## config.mk

```make
export PLATFORM = sky130hd
export DESIGN_NAME = threshold_reset_counter
export DESIGN_NICKNAME = d
export VERILOG_FILES = /design/src/rtl/threshold_counter_pkg.sv /design/src/rtl/hold_timer.sv /design/src/rtl/threshold_reset_counter.sv
export SDC_FILE = /design/constraint.sdc
export NUM_CORES = 1
export LEC_CHECK = 0
export ABC_CLOCK_PERIOD_IN_PS = 2800
export CORE_ASPECT_RATIO = 0.75
export CORE_UTILIZATION = 25
export DETAILED_ROUTE_END_ITERATION = 8
export GPL_TIMING_DRIVEN = 0
export PLACE_DENSITY_LB_ADDON = 0.1
export SETUP_SLACK_MARGIN = 0.4
export SLEW_MARGIN = 0
export SYNTH_ARGS = -nofsm -noshare
export SYNTH_HDL_FRONTEND = slang
export SYNTH_HIERARCHICAL = 1
export SYNTH_SLANG_ARGS = --single-unit
```

## constraint.sdc

```tcl
create_clock -name clk -period 2.8 [get_ports clk]
set_input_delay 0.84 -clock clk [delete_from_list [all_inputs] [get_ports clk]]
set_output_delay 0.84 -clock clk [all_outputs]
set_load 0.05 [all_outputs]
```

## src/rtl/threshold_counter_pkg.sv

```systemverilog
// Shared types, default parameters and helpers for the threshold reset counter.
package threshold_counter_pkg;

  typedef enum logic {RUN, HOLD} trc_state_t;

  localparam int unsigned DEF_WIDTH       = 4;
  localparam int unsigned DEF_THRESHOLD   = 8;
  localparam int unsigned DEF_RESET_DELAY = 2;

  // Bits needed to hold a recovery timer value in 0..delay.
  function automatic int unsigned timer_width(input int unsigned delay);
    return $clog2(delay + 1);
  endfunction

endpackage

```

## src/rtl/hold_timer.sv

```systemverilog
// Loadable down-counter that flags the cycle it holds the value one.
module hold_timer #(
  parameter int unsigned WIDTH = 2
) (
  input  logic             clk,
  input  logic             rst,
  input  logic             load,
  input  logic [WIDTH-1:0] load_val,
  input  logic             dec,
  output logic             is_one
);

  logic [WIDTH-1:0] value_q;

  // Load has priority over decrement; the counter saturates at zero.
  always_ff @(posedge clk) begin
    if (rst) begin
      value_q <= '0;
    end else if (load) begin
      value_q <= load_val;
    end else if (dec && (value_q != '0)) begin
      value_q <= value_q - WIDTH'(1);
    end
  end

  assign is_one = (value_q == WIDTH'(1));

endmodule

```

## src/rtl/threshold_reset_counter.sv

```systemverilog
// Enable-driven up-counter that freezes once it exceeds a programmable threshold and
// clears itself a fixed number of cycles later.
module threshold_reset_counter
  import threshold_counter_pkg::*;
#(
  parameter int unsigned WIDTH             = DEF_WIDTH,
  parameter int unsigned DEFAULT_THRESHOLD = DEF_THRESHOLD,
  parameter int unsigned RESET_DELAY       = DEF_RESET_DELAY
) (
  input  logic             clk,
  input  logic             rst,
  input  logic             inc_en,
  input  logic             thr_load,
  input  logic [WIDTH-1:0] thr_value,
  output logic [WIDTH-1:0] count,
  output logic [WIDTH-1:0] threshold,
  output logic             over,
  output logic             recovering,
  output logic             clr_done,
  output logic             wrapped,
  output logic             thr_pending
);

  localparam int unsigned    TW     = timer_width(RESET_DELAY);
  localparam logic [TW-1:0]  TLOAD  = TW'(RESET_DELAY - 1);
  // With a one-cycle delay the overflow edge is itself the clearing edge.
  localparam bit             SINGLE = (RESET_DELAY == 1);

  trc_state_t       state_q, state_d;
  logic [WIDTH-1:0] count_q, count_d;
  logic [WIDTH-1:0] thr_q, thr_d;
  logic [WIDTH-1:0] pend_val_q, pend_val_d;
  logic             pend_q, pend_d;
  logic             clr_done_q, clr_done_d;
  logic             wrapped_q, wrapped_d;
  logic             tmr_load, tmr_dec, tmr_is_one;

  assign over = (count_q > thr_q);

  hold_timer #(
    .WIDTH (TW)
  ) u_hold_timer (
    .clk      (clk),
    .rst      (rst),
    .load     (tmr_load),
    .load_val (TLOAD),
    .dec      (tmr_dec),
    .is_one   (tmr_is_one)
  );

  // Next-state: counting, recovery entry/exit and threshold load/deferral.
  always_comb begin
    state_d    = state_q;
    count_d    = count_q;
    thr_d      = thr_q;
    pend_val_d = pend_val_q;
    pend_d     = pend_q;
    clr_done_d = 1'b0;
    wrapped_d  = 1'b0;
    tmr_load   = 1'b0;
    tmr_dec    = 1'b0;
    case (state_q)
      RUN: begin
        if (over) begin
          if (SINGLE) begin
            count_d    = '0;
            clr_done_d = 1'b1;
            if (thr_load) thr_d = thr_value;
          end else begin
            state_d  = HOLD;
            tmr_load = 1'b1;
            // A load on the entry edge waits for the clearing edge.
            if (thr_load) begin
              pend_d     = 1'b1;
              pend_val_d = thr_value;
            end
          end
        end else begin
          if (thr_load) thr_d = thr_value;
          if (inc_en) begin
            count_d   = count_q + WIDTH'(1);
            wrapped_d = (count_q == '1);
          end
        end
      end
      HOLD: begin
        if (tmr_is_one) begin
          count_d    = '0;
          state_d    = RUN;
          clr_done_d = 1'b1;
          pend_d     = 1'b0;
          // A load arriving on the clearing edge is the newest, so it wins.
          if (thr_load)    thr_d = thr_value;
          else if (pend_q) thr_d = pend_val_q;
        end else begin
          tmr_dec = 1'b1;
          if (thr_load) begin
            pend_d     = 1'b1;
            pend_val_d = thr_value;
          end
        end
      end
      default: state_d = RUN;
    endcase
  end

  // State registers with synchronous reset.
  always_ff @(posedge clk) begin
    if (rst) begin
      state_q    <= RUN;
      count_q    <= '0;
      thr_q      <= WIDTH'(DEFAULT_THRESHOLD);
      pend_val_q <= '0;
      pend_q     <= 1'b0;
      clr_done_q <= 1'b0;
      wrapped_q  <= 1'b0;
    end else begin
      state_q    <= state_d;
      count_q    <= count_d;
      thr_q      <= thr_d;
      pend_val_q <= pend_val_d;
      pend_q     <= pend_d;
      clr_done_q <= clr_done_d;
      wrapped_q  <= wrapped_d;
    end
  end

  assign count       = count_q;
  assign threshold   = thr_q;
  assign recovering  = (state_q == HOLD);
  assign clr_done    = clr_done_q;
  assign wrapped     = wrapped_q;
  assign thr_pending = pend_q;

endmodule

```

==> flow_metrics.env <==
export IMPL_vias=827
export IMPL_cp_required_ps=1960
export IMPL_yosys_warnings=6
export IMPL_wl_per_cell_um=12.4
export IMPL_drc=0
export IMPL_syn_to_final_growth_pct=44.6
export IMPL_hold_viol_final=0
export IMPL_drt_iter0_markers=13
export IMPL_skew_ps=1.74
export IMPL_routed_wl_mm=2.31
export IMPL_dp_hpwl_mm=1.68
export IMPL_vdd_drop_max_mv=0.322
export IMPL_drive_gt1_share_pct=23.1
export IMPL_fin_crit_ps=2340
export IMPL_clockRootBuffer="clkbuf_8"
export IMPL_cts_max_level=1
export IMPL_grt_pass1_vias=876
export IMPL_final_util_pct=38.3
export IMPL_grt_max_degree=11
export IMPL_holdPathStages=2
export IMPL_antenna_found_initial=0
export IMPL_fp_dieW_um=74.3
export IMPL_dr_pass1_iters=3
export IMPL_rr_worst_depth=8
export IMPL_p_per_area_nw_per_um2=559
export IMPL_dp_slack_ps=-37.4
export IMPL_place_port_buffers=20
export IMPL_finalPower_mw=0.793
export IMPL_r2r_setup_slack_ps=830
export IMPL_p_leak_nw=0.579
export IMPL_post_synth_num_cell_types=37
export IMPL_dieArea_um2=4180
export IMPL_finalSetupTns_ps=0
export IMPL_start_util_pct=26.5
export IMPL_crit_path_end_kind="output pin"
export IMPL_cp_max_fo=2
export IMPL_relSlewSlack_pct=59.7
export IMPL_min_period_over_period_pct=83.4
export IMPL_grt_use_total_pct=12.9
export IMPL_seq_area_frac_synth_pct=36.7
export IMPL_overflow=0
export IMPL_drv_slew=0
export IMPL_coreArea_um2=3710
export IMPL_cts_buffers=3
export IMPL_r2r_end="count[2]"
export IMPL_clk_latency_ps=250
export IMPL_cp_arrival_ps=1500
export IMPL_clockBufferDepth=2
export IMPL_min_delay_start="pend_val_q[2]"
export IMPL_fmax_mhz=428
export IMPL_hold_class="reg2reg"
export IMPL_finalWeightedCongestion=0.690
export IMPL_cap_viol_max_count=0
export IMPL_mostFrequentLayoutCells="clkdlybuf4s50_1 (18), dfxtp_1 (11), nor2_1 (10), mux2i_1 (9), inv_1 (8)"
export IMPL_final_common_cell="clkdlybuf4s50_1"
export IMPL_grt_pass1_wl_mm=4.06
export IMPL_rows=19
export IMPL_status="completed"
export IMPL_cts_clk_slew_worst_paths_ps=70
export IMPL_startpoint_type="flip-flop"
export IMPL_cts_sinks=18
export IMPL_io_pins=21
export IMPL_detail_route_antenna_nets=0
export IMPL_holdPathEnd="pend_val_q[2]"
export IMPL_worst_pin_slew_ps=602
export IMPL_fin_ws_ps=464
export IMPL_ys_ff_latch=18
export IMPL_syn_inst=106
export IMPL_syn_avg_cell_area_um2=9.25
export IMPL_vias_per_cell=4.45
export IMPL_rsz0062_at_grt="yes"
export IMPL_crit_type="reg2out"
export IMPL_die_height_um=56.3
export IMPL_synthesis_nets=121
export IMPL_antennaDiodeCount=0
export IMPL_netlist_area_um2=981
export IMPL_finalSetupViolCount=0
export IMPL_cts_tree="built"
export IMPL_reg2reg_from="threshold[3]"
export IMPL_layout_nets=150
==> repair_timing <==
item | in CTS | in global routing
pin swaps | 3 | 4
hold buffers | 0 | 0
hold endpoints to repair | 0 | 0
setup endpoints to repair | 2 | 1
buffers inserted | 2 | 2
resized for setup | 11 | 8
==> cells in the mapped netlist, drive strengths merged <==
master / number / area share (%)
a311oi: 3 / 2.7
nand2b: 2 / 1.3
or3b: 2 / 1.8
dfxtp: 18 / 37
and2: 2 / 1.3
nor3b: 1 / 1.3
nor2b: 2 / 2.0
nand2: 4 / 1.5
a41oi: 1 / 1.7
clkbuf: 2 / 0.77
nand4: 1 / 0.64
o211a: 1 / 1.0
conb: 2 / 0.77
a31oi: 1 / 0.64
mux2i: 9 / 9.2
o211ai: 3 / 2.8
a21boi: 1 / 0.77
a221oi: 1 / 0.89
a211oi: 1 / 1.3
a21o: 1 / 0.77
o21ai: 2 / 1.4
nand3: 4 / 2.0
nor2: 10 / 3.8
xnor2: 1 / 0.89
and3: 1 / 0.64
inv: 9 / 3.4
o21bai: 2 / 1.9
or2: 1 / 0.64
nand4b: 1 / 0.89
o21a: 1 / 0.77
a21oi: 8 / 4.1
nand3b: 1 / 0.77
ha: 7 / 8.9
==> worst max-delay path, stage by stage (launching register included) <==
cell             delay, ps
dfxtp_2                340
buf_4                  110
clkdlybuf4s50_1        790
==> cell families (layout without fill, tap and decap cells) <==
| group | count (synthesis) | in the layout | synth area share (%) |
|---|---|---|---|
| other cells | 2 | 2 | 0.766 |
| fa+ha+maj | 7 | 7 | 8.93 |
| flops | 18 | 18 | 36.7 |
| mux | 9 | 9 | 9.18 |
| simple gates | 32 | 32 | 18.6 |
| compound gates | 26 | 26 | 20.7 |
| buf+inv | 11 | 39 | 4.21 |
| xor+xnor | 1 | 1 | 0.893 |
==> power breakdown <==
| part | internal [mW] | switching [mW] | total [mW] | leakage, nW |
|---|---|---|---|---|
| sequential | 0.281 | 0.0213 | 0.302 | 0.149 |
| combinational | 0.117 | 0.155 | 0.273 | 0.401 |
| clock | 0.125 | 0.0936 | 0.219 | 0.0288 |
| total | 0.523 | 0.270 | 0.793 | 0.579 |
==> layer usage <==
metal / GRT usage, % / vias up / wire length (um)
met4: 3.23 / 0 / 18
met2: 19.6 / 14 / 1030
li1: - / 433 / -
met1: 17.4 / 378 / 1150
met5: 0 / - / 0
met3: 4.67 / 2 / 107
==> registers in the layout (all words and copies together), names as in the netlist <==
register              flops
count                     4
pend_val_q                4
threshold                 4
u_hold_timer/value_q      2
clr_done                  1
recovering                1
thr_pending               1
wrapped                   1
==> how the worst max path moves through the flow <==
stage / start / end / depth (start not counted)
2_1_floorplan: threshold[1] / over / 5
3_3_place_gp: threshold[1] / over / 6
3_5_place_dp: threshold[1] / over / 6
4_1_cts: count[0] / over / 5
5_1_grt: threshold[1] / over / 6
6_report: threshold[1] / threshold[1] / 2
==> area by class of cell <==
cell class / count / area [um2]
Inverter: 9 / 33.8
Sequential cell: 18 / 372
Tap cell: 52 / 65.1
Timing Repair Buffer: 24 / 230
Clock buffer: 4 / 55.1
Multi-Input combinational cell: 77 / 656
Buffer: 2 / 7.51
Fill cell: 390 / 2290
==> stage by stage <==
stage	cell area, um2	hold slack [ps]	instances
2_1_floorplan	1000	463	106
3_5_place_dp	1270	489	178
6_report	1420	499	186
5_1_grt	1420	532	186
3_3_place_gp	1270	476	178
4_1_cts	1350	507	184
No activity file was read; power rests on OpenSTA's default activity.
